--- config.mk ---
export PLATFORM = sky130hd
export DESIGN_NAME = if_id_queue_flat
export DESIGN_NICKNAME = d
export VERILOG_FILES = /design/src/rtl/rv_decode_pkg.sv /design/src/rtl/if_id_queue_if.sv /design/src/rtl/if_id_queue_predecode.sv /design/src/rtl/if_id_queue.sv /design/src/flat_wrapper.sv
export SDC_FILE = /design/constraint.sdc
export NUM_CORES = 1
export LEC_CHECK = 0
export CORE_MARGIN = 1.5
export CORE_UTILIZATION = 35
export DETAILED_ROUTE_END_ITERATION = 8
export HOLD_SLACK_MARGIN = 0.03
export PLACE_DENSITY = 0.65
export SYNTH_ARGS = -nofsm -noshare
export SYNTH_HDL_FRONTEND = slang
export SYNTH_SLANG_ARGS = --single-unit
--- constraint.sdc ---
create_clock -name clk -period 3 [get_ports clk]
set_input_delay 0.75 -clock clk [delete_from_list [all_inputs] [get_ports clk]]
set_output_delay 0.75 -clock clk [all_outputs]
set_load 0.1 [all_outputs]
--- src/rtl/rv_decode_pkg.sv ---
`default_nettype none
// +-----------------------------------------------------------------------+
// | rv_decode_pkg : shared RV32 immediate-format and opcode constants       |
// | Revision 1.0                                                          |
// +-----------------------------------------------------------------------+
package rv_decode_pkg;

   typedef logic [1:0] imm_type_t;

   localparam imm_type_t IMM_I_TYPE = 2'b00;
   localparam imm_type_t IMM_S_TYPE = 2'b01;
   localparam imm_type_t IMM_U_TYPE = 2'b10;
   localparam imm_type_t IMM_B_TYPE = 2'b11;

   localparam logic [6:0] OPC_LOAD   = 7'b0000011;
   localparam logic [6:0] OPC_OP_IMM = 7'b0010011;
   localparam logic [6:0] OPC_JALR   = 7'b1100111;
   localparam logic [6:0] OPC_STORE  = 7'b0100011;
   localparam logic [6:0] OPC_LUI    = 7'b0110111;
   localparam logic [6:0] OPC_AUIPC  = 7'b0010111;
   localparam logic [6:0] OPC_BRANCH = 7'b1100011;

endpackage
`default_nettype wire

--- src/rtl/if_id_queue_if.sv ---
`default_nettype none
// +-----------------------------------------------------------------------+
// | if_id_queue_if : fetch/decode handshake bundle of the IF/ID queue       |
// | Optional: IF_ID_QUEUE_PREDECODE_EN adds out_imm_type. Revision 1.0     |
// +-----------------------------------------------------------------------+
interface if_id_queue_if #(
   parameter int INST_WIDTH = 32,
   parameter int ADDR_WIDTH = 32
);
`ifdef IF_ID_QUEUE_PREDECODE_EN
   import rv_decode_pkg::*;
`endif

   logic                  in_valid;
   logic                  in_ready;
   logic [ADDR_WIDTH-1:0] in_pc;
   logic [INST_WIDTH-1:0] in_inst;
   logic                  out_valid;
   logic                  out_ready;
   logic [ADDR_WIDTH-1:0] out_pc;
   logic [INST_WIDTH-1:0] out_inst;
`ifdef IF_ID_QUEUE_PREDECODE_EN
   imm_type_t             out_imm_type;
`endif

   // slave: the queue itself; master: the fetch/decode environment
   modport slave (
      input  in_valid, in_pc, in_inst, out_ready,
      output in_ready, out_valid, out_pc, out_inst
`ifdef IF_ID_QUEUE_PREDECODE_EN
      , output out_imm_type
`endif
   );

   modport master (
      output in_valid, in_pc, in_inst, out_ready,
      input  in_ready, out_valid, out_pc, out_inst
`ifdef IF_ID_QUEUE_PREDECODE_EN
      , input out_imm_type
`endif
   );

endinterface
`default_nettype wire

--- src/rtl/if_id_queue_predecode.sv ---
`default_nettype none
// +-----------------------------------------------------------------------+
// | if_id_predecode : maps an RV32 opcode to its immediate format           |
// | Revision 1.0                                                          |
// +-----------------------------------------------------------------------+
module if_id_predecode
   import rv_decode_pkg::*;
(
   input  logic [6:0] opcode,
   output imm_type_t  imm_type
);

   always_comb begin
      imm_type = IMM_I_TYPE;
      case (opcode)
         OPC_LOAD, OPC_OP_IMM, OPC_JALR: imm_type = IMM_I_TYPE;
         OPC_STORE:                      imm_type = IMM_S_TYPE;
         OPC_LUI, OPC_AUIPC:             imm_type = IMM_U_TYPE;
         OPC_BRANCH:                     imm_type = IMM_B_TYPE;
         default:                        imm_type = IMM_I_TYPE;
      endcase
   end

endmodule
`default_nettype wire

--- src/rtl/if_id_queue.sv ---
`default_nettype none
// +-----------------------------------------------------------------------+
// | if_id_queue : DEPTH-entry {pc, inst} FIFO between fetch and decode      |
// | Optional: IF_ID_QUEUE_PREDECODE_EN stores imm_type per entry. Rev 1.0  |
// +-----------------------------------------------------------------------+
module if_id_queue #(
   parameter int DEPTH      = 4,
   parameter int INST_WIDTH = 32,
   parameter int ADDR_WIDTH = 32
) (
   input  logic                     clk,
   input  logic                     rst,
   input  logic                     flush,
   if_id_queue_if.slave             q,
   output logic [$clog2(DEPTH):0]   count
);
`ifdef IF_ID_QUEUE_PREDECODE_EN
   import rv_decode_pkg::*;
`endif

   localparam int                PTR_W    = $clog2(DEPTH);
   localparam int                CNT_W    = PTR_W + 1;
   localparam logic [CNT_W-1:0]  FULL_CNT = CNT_W'(DEPTH);

   logic [ADDR_WIDTH-1:0] pc_mem_q   [DEPTH];
   logic [ADDR_WIDTH-1:0] pc_mem_d   [DEPTH];
   logic [INST_WIDTH-1:0] inst_mem_q [DEPTH];
   logic [INST_WIDTH-1:0] inst_mem_d [DEPTH];
   logic [PTR_W-1:0]      wr_ptr_q, wr_ptr_d;
   logic [PTR_W-1:0]      rd_ptr_q, rd_ptr_d;
   logic [CNT_W-1:0]      count_q,  count_d;

   logic in_ready_w;
   logic out_valid_w;
   logic do_enq;
   logic do_deq;

   // in_ready deliberately ignores out_ready: a full queue never accepts
   assign in_ready_w  = !rst && (count_q != FULL_CNT);
   assign out_valid_w = (count_q != '0);
   assign do_enq      = q.in_valid && in_ready_w;
   assign do_deq      = out_valid_w && q.out_ready;

`ifdef IF_ID_QUEUE_PREDECODE_EN
   imm_type_t imm_mem_q [DEPTH];
   imm_type_t imm_mem_d [DEPTH];
   imm_type_t in_imm_type;

   if_id_predecode u_predecode (
      .opcode   (q.in_inst[6:0]),
      .imm_type (in_imm_type)
   );
`endif

   always_comb begin
      pc_mem_d   = pc_mem_q;
      inst_mem_d = inst_mem_q;
`ifdef IF_ID_QUEUE_PREDECODE_EN
      imm_mem_d  = imm_mem_q;
`endif
      wr_ptr_d   = wr_ptr_q;
      rd_ptr_d   = rd_ptr_q;
      count_d    = count_q;

      if (flush) begin
         wr_ptr_d = '0;
         rd_ptr_d = '0;
         count_d  = '0;
      end else begin
         if (do_enq) begin
            pc_mem_d[wr_ptr_q]   = q.in_pc;
            inst_mem_d[wr_ptr_q] = q.in_inst;
`ifdef IF_ID_QUEUE_PREDECODE_EN
            imm_mem_d[wr_ptr_q]  = in_imm_type;
`endif
            wr_ptr_d = wr_ptr_q + PTR_W'(1);
         end
         if (do_deq) begin
            rd_ptr_d = rd_ptr_q + PTR_W'(1);
         end
         if (do_enq && !do_deq) begin
            count_d = count_q + CNT_W'(1);
         end else if (!do_enq && do_deq) begin
            count_d = count_q - CNT_W'(1);
         end
      end
   end

   always_ff @(posedge clk) begin
      if (rst) begin
         for (int i = 0; i < DEPTH; i++) begin
            pc_mem_q[i]   <= '0;
            inst_mem_q[i] <= '0;
`ifdef IF_ID_QUEUE_PREDECODE_EN
            imm_mem_q[i]  <= IMM_I_TYPE;
`endif
         end
         wr_ptr_q <= '0;
         rd_ptr_q <= '0;
         count_q  <= '0;
      end else begin
         pc_mem_q   <= pc_mem_d;
         inst_mem_q <= inst_mem_d;
`ifdef IF_ID_QUEUE_PREDECODE_EN
         imm_mem_q  <= imm_mem_d;
`endif
         wr_ptr_q   <= wr_ptr_d;
         rd_ptr_q   <= rd_ptr_d;
         count_q    <= count_d;
      end
   end

   assign q.in_ready  = in_ready_w;
   assign q.out_valid = out_valid_w;
   assign q.out_pc    = pc_mem_q[rd_ptr_q];
   assign q.out_inst  = inst_mem_q[rd_ptr_q];
`ifdef IF_ID_QUEUE_PREDECODE_EN
   assign q.out_imm_type = imm_mem_q[rd_ptr_q];
`endif
   assign count = count_q;

endmodule
`default_nettype wire
--- src/flat_wrapper.sv ---
// flat-port wrapper written by rule: the top's interface ports become plain ports
module if_id_queue_flat 
#(
   parameter int DEPTH      = 4,
   parameter int INST_WIDTH = 32,
   parameter int ADDR_WIDTH = 32
)
  (clk, rst, flush, count, q_in_valid, q_in_pc, q_in_inst, q_out_ready, q_in_ready, q_out_valid, q_out_pc, q_out_inst);
  if_id_queue_if #(.INST_WIDTH(INST_WIDTH), .ADDR_WIDTH(ADDR_WIDTH)) q_i ();
  input  logic clk;
  input  logic rst;
  input  logic flush;
  output logic [$clog2(DEPTH):0] count;
  input wire logic [$bits(q_i.in_valid)-1:0] q_in_valid;
  input wire logic [$bits(q_i.in_pc)-1:0] q_in_pc;
  input wire logic [$bits(q_i.in_inst)-1:0] q_in_inst;
  input wire logic [$bits(q_i.out_ready)-1:0] q_out_ready;
  output wire logic [$bits(q_i.in_ready)-1:0] q_in_ready;
  output wire logic [$bits(q_i.out_valid)-1:0] q_out_valid;
  output wire logic [$bits(q_i.out_pc)-1:0] q_out_pc;
  output wire logic [$bits(q_i.out_inst)-1:0] q_out_inst;
  assign q_i.in_valid = q_in_valid;
  assign q_i.in_pc = q_in_pc;
  assign q_i.in_inst = q_in_inst;
  assign q_i.out_ready = q_out_ready;
  assign q_in_ready = q_i.in_ready;
  assign q_out_valid = q_i.out_valid;
  assign q_out_pc = q_i.out_pc;
  assign q_out_inst = q_i.out_inst;
  if_id_queue #(.DEPTH(DEPTH), .INST_WIDTH(INST_WIDTH), .ADDR_WIDTH(ADDR_WIDTH)) u_core (.clk(clk), .rst(rst), .flush(flush), .q(q_i), .count(count));
endmodule
==> impl_metrics.csv, run 1 <==
group,metric,value,unit
placed_design,hpwl,20500,um
critical_path,crit_path_end_kind,"output pin",
finish,drive_above_1_share,32.1,%
yosys,yosysUniqueCellTypes,32,
floorplan,die_width,195,um
finish,area_delta_synth_final,24.1,%
sta,timing.slew.headroom,40.6,%
yosys,synth_nets,1372,
detailed_routing,wl_met1,15900,um
cts,cts.sinks,263,
sta,fin_hold_ws,0.465,ns
grt,grtUsageTotal,18.9,%
critical_path,path_class,"reg2out",
critical_path,required,2.25,ns
finish,antenna_cells,0,
cts,cts_hold_buf,0,
grt,grt_pass1_vias,10500,
detailed_routing,first_pass_iters,5,
grt,grt_max_degree,131,
floorplan,die_h,195,um
sta,fin_worst_skew,0.0207,ns
sta,tns,0,ns
cts,clk_latency,0.55,ns
detailed_routing,routedWlPerCell,19.9,um
placed_design,port_buffers,137,
cts,cts_made_buffers,31,
finish,final_area,16000,um2
detailed_routing,via_per_inst,5.76,
cts,clk_path_buf_depth,3,
yosys,syn_area,12900,um2
sta,fmax,0.348,GHz
floorplan,dieArea,37900,um2
yosys,synth_cells,1297,
detailed_routing,routed.top_layer,"met5",
sta,final_hold_viol_count,0,
critical_path,path_max_fanout,22,
placed_design,gp_congestion,0.736,
min_path,hold_path.class,"reg2reg",
grt,grt_pass1_wl,58600,um
placed_design,place_ws,0.0912,ns
grt,overflow,0,
placed_design,placed_cell_area,15000,um2
floorplan,io_pins,138,
yosys,ys_ff_latch,263,
sta,fin_crit_sh,95.8,%
detailed_routing,drc_errors,0,
placed_design,place_inst,1781,
floorplan,rows,70,
pwr,p_per_area,517,nW/um2
grt,antenna_found_initial,1,
finish,postLayoutCoreUtil,43.8,%
job,cap_violations,0,
sta,worst_pin_slew,0.890,ns
cts,path_clk_slew,0.06,ns
cts,cts-root-buf,"clkbuf_16",
status,status,"finished clean",
finish,layout.nets,1425,
sta,drv_slew,0,
yosys,ys_warn_count,0,
min_path,whs_path_depth,2,
yosys,yosysSeqAreaShare,40.9,%
floorplan,core_area,36400,um2
finish,instances_no_fill,1841,
critical_path,arrival,2.13,ns
floorplan,start_util,35.3,%
cts,cts_tree,"built",
detailed_routing,met2_length,17500,um
sta,finalCriticalPeriod,2.88,ns
pwr,power_leakage,4.77,nW
critical_path,start_kind,"flop",
detailed_routing,dr.first_iter.drc_count,990,
pwr,p_total,8.25,mW
critical_path,reg2regPathDepth,7,
pwr,ir_drop,0.356,mV
sta,setup_viol,0,
yosys,avgSynthCellArea,9.92,um2
sta,finalWorstSetupSlack,0.125,ns
cts,h-tree-depth,1,
detailed_routing,ant_nets,0,
detailed_routing,route.met3.wl,2460,um
detailed_routing,routed-via-count,10600,
sta,rsz0062_at_grt,"false",
detailed_routing,drt-total-wl,36600,um
==> final timing paths <==
| check | end | startpoint | slack [ns] |
|---|---|---|---|
| hold / removal | u_core.pc_mem_q[0] | u_core.pc_mem_q[0] | 0.46 |
| setup / recovery | q_out_inst[25] | u_core.rd_ptr_q[0] | 0.12 |
| setup reg to reg | u_core.count[2] | u_core.count[0] | 0.75 |
| hold reg to reg | u_core.pc_mem_q[0] | u_core.pc_mem_q[0] | 0.46 |
==> registers in the layout (all words and copies together), names as in the netlist <==
register / flops
u_core.rd_ptr_q: 2
u_core.count: 3
u_core.wr_ptr_q: 2
u_core.inst_mem_q: 128
u_core.pc_mem_q: 128
==> cells in the final DEF, fill, tap and decap left out, types with 31 or more instances in the layout <==
cell type and count:
mux4_2 64, o21ai_0 58, dfxtp_1 259, buf_12 89, clkbuf_16 31, clkdlybuf4s50_1 67
a21oi_2 197, o21ai_1 192, a21oi_1 62, nand3_1 258
==> power by group <==
| part | switching (mW) | internal, mW |
|---|---|---|
| combinational | 0.724 | 0.375 |
| sequential | 0.0306 | 3.54 |
| clock | 1.45 | 2.13 |
==> synthesized netlist by cell type <==
cell type | count | area share (%)
a21oi_1 | 62 | 2.4
or3b_1 | 1 | 0.068
o31ai_1 | 1 | 0.058
xor2_1 | 4 | 0.27
mux2i_1 | 1 | 0.078
buf_2 | 51 | 2.0
nand4bb_1 | 4 | 0.35
nor3b_4 | 1 | 0.15
clkbuf_1 | 31 | 0.90
buf_4 | 11 | 0.64
and4bb_2 | 4 | 0.39
o21ai_0 | 58 | 2.3
or3_2 | 2 | 0.12
dfxtp_1 | 263 | 41
nor3_1 | 1 | 0.039
o21ai_2 | 9 | 0.61
o311ai_0 | 1 | 0.068
o21ai_1 | 192 | 7.5
mux4_2 | 64 | 11
dlygate4sd1_1 | 2 | 0.14
nor2_1 | 5 | 0.15
inv_1 | 4 | 0.12
nand3_1 | 258 | 10
clkbuf_2 | 27 | 1.1
buf_6 | 3 | 0.26
or2_2 | 1 | 0.049
buf_1 | 6 | 0.18
clkbuf_8 | 5 | 0.54
buf_12 | 22 | 3.4
fa_1 | 1 | 0.16
a21oi_2 | 197 | 13
ha_1 | 5 | 0.49
==> per-layer routing <==
metal,vias up,track usage [%]
met5,-,0
met4,2,5.06
met3,52,3.63
met2,350,31.3
met1,5312,25.3
li1,4897,-
==> critical path, cell delays in order, from the launching register on <==
cell     delay, ns
dfxtp_4       0.48
buf_16        0.25
mux4_2        0.61
buf_12        0.20
==> layout make-up <==
cell class | count | area (um2)
Clock buffer | 51 | 911
Clock inverter | 5 | 53.8
Fill cell | 3417 | 20500
Inverter | 4 | 15.0
Multi-Input combinational cell | 872 | 6480
Sequential cell | 263 | 5270
Tap cell | 468 | 586
Timing Repair Buffer | 178 | 2650
==> cell families (layout without fill, tap and decap cells) <==
kind of cell / Yosys count / count (layout) / synth area share, %
compound gates: 520 / 520 / 26.3
flops: 263 / 263 / 40.9
fa+ha+maj: 6 / 6 / 0.642
xor+xnor: 4 / 4 / 0.272
mux: 65 / 65 / 11.3
simple gates: 277 / 277 / 11.3
buf+inv: 162 / 238 / 9.23
==> timing repair <==
item | CTS | global route
gates resized for setup | 2 | 0
setup endpoints to repair | 1 | 23
buffers inserted | 0 | 4
No activity file was read; power rests on OpenSTA's default activity.
==> inputs of run 2 (changes only) <==
Settings changed: CTS_BUF_LIST set to sky130_fd_sc_hd__clkbuf_16.
==> impl_metrics.csv, run 2 (synthesis gave the netlist of run 1 again) <==
group,metric,value,unit
cts,path_clk_slew,0.06,ns
pwr,power_leakage,4.79,nW
critical_path,arrival,2.12,ns
finish,layout.nets,1425,
sta,tns,0,ns
cts,cts-root-buf,"clkbuf_16",
critical_path,max_stage_delay,0.61,ns
finish,area_delta_synth_final,23.7,%
cts,cts_tree,"built",
floorplan,die_width,195,um
placed_design,place_inst,1781,
min_path,min_to,"u_core.pc_mem_q[0]",
finish,antenna_cells,0,
grt,grtUsageTotal,18.9,%
critical_path,path_class,"reg2out",
floorplan,core_area,36400,um2
detailed_routing,ant_nets,0,
sta,fin_crit_sh,95.8,%
min_path,whs_path_depth,2,
critical_path,path_max_fanout,22,
placed_design,port_buffers,137,
sta,final_hold_viol_count,0,
placed_design,place_ws,0.0912,ns
min_path,hold_path.class,"reg2reg",
critical_path,r2r-start,"u_core.count[0]",
detailed_routing,via_per_inst,5.78,
sta,finalCriticalPeriod,2.87,ns
floorplan,die_h,195,um
sta,timing.slew.headroom,40.3,%
status,status,"finished clean",
critical_path,required,2.25,ns
grt,grt_max_degree,131,
critical_path,timing.rr.end,"u_core.count[2]",
finish,instances_no_fill,1841,
finish,layout_common_cells,"dfxtp_1, nand3_1, a21oi_2",
cts,clk_latency,0.55,ns
sta,worst_pin_slew,0.895,ns
placed_design,gp_congestion,0.736,
job,cap_violations,0,
detailed_routing,dr.first_iter.drc_count,987,
detailed_routing,routedWlPerCell,20.0,um
pwr,ir_drop,0.358,mV
finish,layout_commonest_cell,"dfxtp_1",
placed_design,placed_cell_area,15000,um2
finish,seq_area,5270,um2
cts,h-tree-depth,1,
floorplan,dieArea,37900,um2
critical_path,crit_chain,"buf_16 -> mux4_2 -> buf_12",
detailed_routing,drt-total-wl,36800,um
critical_path,start_kind,"flop",
finish,multi_input_area,6480,um2
cts,cts.sinks,263,
critical_path,slowest_stage,"mux4_2",
critical_path,rrSetupSlack,0.75,ns
grt,overflow,0,
critical_path,crit_path_end_kind,"output pin",
floorplan,start_util,35.3,%
critical_path,reg2regPathDepth,7,
floorplan,io_pins,138,
sta,setup_viol,0,
pwr,p_per_area,507,nW/um2
sta,rsz0062_at_grt,"false",
min_path,hold_path_startpoint,"u_core.pc_mem_q[0]",
sta,fin_worst_skew,0.0196,ns
placed_design,hpwl,20500,um
cts,clk_path_buf_depth,3,
grt,grt_pass1_vias,10500,
detailed_routing,first_pass_iters,5,
finish,fillerInstances,3423,
finish,final_area,15900,um2
grt,grt_pass1_wl,58600,um
detailed_routing,drc_errors,0,
finish,drive_above_1_share,31.7,%
detailed_routing,routed-via-count,10600,
cts,cts_made_buffers,31,
sta,fmax,0.348,GHz
sta,drv_slew,0,
finish,postLayoutCoreUtil,43.7,%
grt,antenna_found_initial,1,
sta,finalWorstSetupSlack,0.125,ns
floorplan,rows,70,
run 2: cell count changes in the layout (fill, tap and decap cells not counted):
cell,before,now
clkinv_1,0,6
clkbuf_1,14,0
inv_1,4,18
clkbuf_8,6,0
run 2: worst max-delay path, delay by kind of cell, from the launching register on:
kind	cells	cell delay, ns
buffers and inverters	2	0.45
DFF	1	0.48
muxes	1	0.61
run 2: how the worst max path moves through the flow:
stage,from,endpoint,slack (ns)
2_1_floorplan,u_core.count[2],u_core.count[2],0.009
5_1_grt,u_core.count[2],q_in_ready,0.02
3_3_place_gp,q_in_valid,u_core.count[2],0.09
4_1_cts,u_core.rd_ptr_q[0],q_out_inst[25],0.005
3_5_place_dp,q_in_valid,u_core.count[2],0.09
6_report,u_core.rd_ptr_q[0],q_out_inst[25],0.13
run 2: power by group:
| group | switching, mW | internal, mW |
|---|---|---|
| logic | 0.724 | 0.375 |
| registers | 0.0305 | 3.54 |
| clock network | 1.46 | 1.93 |
run 2: final cells by class:
| class | instances | share of cell area (%) |
|---|---|---|
| Clock buffer | 31 | 4.88 |
| Timing Repair Buffer | 178 | 16.7 |
| Tap cell | 468 | 3.68 |
| Sequential cell | 263 | 33.1 |
| Multi-Input combinational cell | 872 | 40.7 |
| Inverter | 4 | 0.0944 |
| Clock inverter | 25 | 0.810 |
run 2: routing by layer:
metal	vias up	track usage, %	routed length [um]
li1	4893	-	-
met1	5318	25.3	15700
met2	376	31.3	17700
met3	51	3.63	2680
met4	2	5.03	700
met5	-	0	13
run 2: what timing repair did:
item | CTS | global route
hold buffers | 0 | 0
hold endpoints to repair | 0 | 0
resized for setup | 2 | 0
setup endpoints to repair | 1 | 24
pin swaps | 0 | 0
setup buffers | 0 | 4
run 2: per-stage QoR:
step / hold WS [ns] / total power, mW
after global placement: 0.451 / 4.73
after CTS: 0.467 / 8.12
after global routing: 0.480 / 8.31
after detailed placement: 0.458 / 4.74
final: 0.463 / 8.06
after floorplan: 0.443 / 4.40
==> inputs of run 3 (changes only) <==
Clock period 3 ns to 3.7 ns, I/O delays scaled along.
==> impl_metrics.csv, run 3 (synthesis gave the netlist of run 1 again) <==
group,metric,value,unit
status,status,"finished clean",
sta,setup_viol,0,
sta,final_hold_viol_count,0,
sta,tns,0,ns
cts,h-tree-depth,1,
grt,grt_pass1_wl,57900,um
cts,cts_made_buffers,30,
cts,cts-root-buf,"clkbuf_16",
sta,fin_crit_sh,87.9,%
floorplan,start_util,35.3,%
finish,layout_common_cells,"dfxtp_1, nand3_1, a21oi_2",
finish,layout_commonest_cell,"dfxtp_1",
finish,layout.nets,1415,
critical_path,crit_chain,"buf_4 -> mux4_2 -> buf_4",
pwr,power_leakage,4.49,nW
sta,fmax,0.307,GHz
floorplan,dieArea,37900,um2
detailed_routing,drt-total-wl,36300,um
job,cap_violations,0,
pwr,ir_drop,0.329,mV
grt,grt_max_degree,130,
grt,overflow,0,
critical_path,crit_path_end_kind,"output pin",
finish,area_delta_synth_final,15.5,%
finish,drive_above_1_share,31.1,%
cts,cts_tree,"built",
sta,finalCriticalPeriod,3.25,ns
critical_path,path_class,"reg2out",
grt,grt_pass1_vias,10300,
detailed_routing,first_pass_iters,5,
grt,grtUsageTotal,18.7,%
placed_design,port_buffers,137,
finish,fillerInstances,3527,
critical_path,cpMostUsedCell,"buf_4",
sta,fin_hold_ws,0.468,ns
floorplan,die_width,195,um
finish,antenna_cells,0,
sta,fin_worst_skew,0.00636,ns
detailed_routing,ant_nets,0,
detailed_routing,drc_errors,0,
critical_path,path_max_fanout,19,
cts,postCtsSetupBuffers,0,
critical_path,arrival,2.33,ns
floorplan,io_pins,138,
cts,cts.sinks,263,
critical_path,max_stage_delay,0.68,ns
cts,clk_latency,0.55,ns
floorplan,die_h,195,um
sta,worst_pin_slew,0.984,ns
placed_design,hpwl,19900,um
detailed_routing,dr.first_iter.drc_count,688,
sta,drv_slew,0,
detailed_routing,routed-via-count,10400,
grt,antenna_found_initial,1,
critical_path,required,2.77,ns
sta,rsz0062_at_grt,"false",
detailed_routing,via_per_inst,5.69,
placed_design,gp_congestion,0.744,
detailed_routing,routedWlPerCell,19.8,um
pwr,p_per_area,437,nW/um2
floorplan,rows,70,
cts,clk_path_buf_depth,3,
sta,timing.slew.headroom,34.4,%
floorplan,core_area,36400,um2
cts,cts_hold_buf,0,
cts,cts_resized,0,
critical_path,start_kind,"flop",
min_path,hold_path.class,"reg2reg",
critical_path,slowest_stage,"dfxtp_2",
cts,path_clk_slew,0.06,ns
run 3: cell count changes in the layout (fill, tap and decap cells not counted), moves of 2 or more:
cell / change
buf_12: -78
buf_4: +71
clkinv_1: +4
inv_1: -4
dfxtp_1: +2
dfxtp_2: -2
run 3: path summary, 6_finish.rpt:
path	end	cells after the start	start	slack [ns]
setup / recovery	q_out_inst[22]	3	u_core.rd_ptr_q[1]	0.45
hold / removal	u_core.inst_mem_q[96]	2	u_core.inst_mem_q[96]	0.47
setup reg to reg	u_core.count[2]	8	u_core.count[0]	1.34
hold reg to reg	u_core.inst_mem_q[96]	2	u_core.inst_mem_q[96]	0.47
run 3: power by group:
group / leakage [nW] / internal, mW / switching, mW
clock network: 0.491 / 1.63 / 1.17
registers: 2.12 / 2.87 / 0.0227
logic: 1.87 / 0.229 / 0.575
run 3: final cells by class:
cell class	instances	area (um2)	share of cell area [%]
inverter	4	15.0	0.101
multi-input combinational	872	6480	43.6
clock inverter	25	150	1.01
timing repair buffer	169	1580	10.6
clock buffer	31	776	5.22
sequential	263	5270	35.5
tap	468	586	3.94
run 3: per-layer routing:
metal	share of wire [%]	GRT usage [%]
met2	47	30.4
met1	44	25.0
met3	6.6	3.77
met5	0.036	0
met4	3.0	5.93
run 3: metrics by stage:
step           instances  setup slack, ns  utilization [%]  total power [mW]  cell area, um2
4_1_cts             1832            0.420             40.8              6.58           14900
6_report            1832            0.448             40.8              6.50           14900
3_3_place_gp        1776            0.584             38.2              3.75           13900
3_5_place_dp        1776            0.567             38.2              3.75           13900
5_1_grt             1832            0.411             40.8              6.73           14900
2_1_floorplan       1297            0.343                -              3.57           12900
run 3: worst max-delay path, delay by kind of cell, from the launching register on:
family / cells / cell delay, ns
muxes: 1 / 0.40
buffers and inverters: 2 / 0.67
DFF: 1 / 0.68
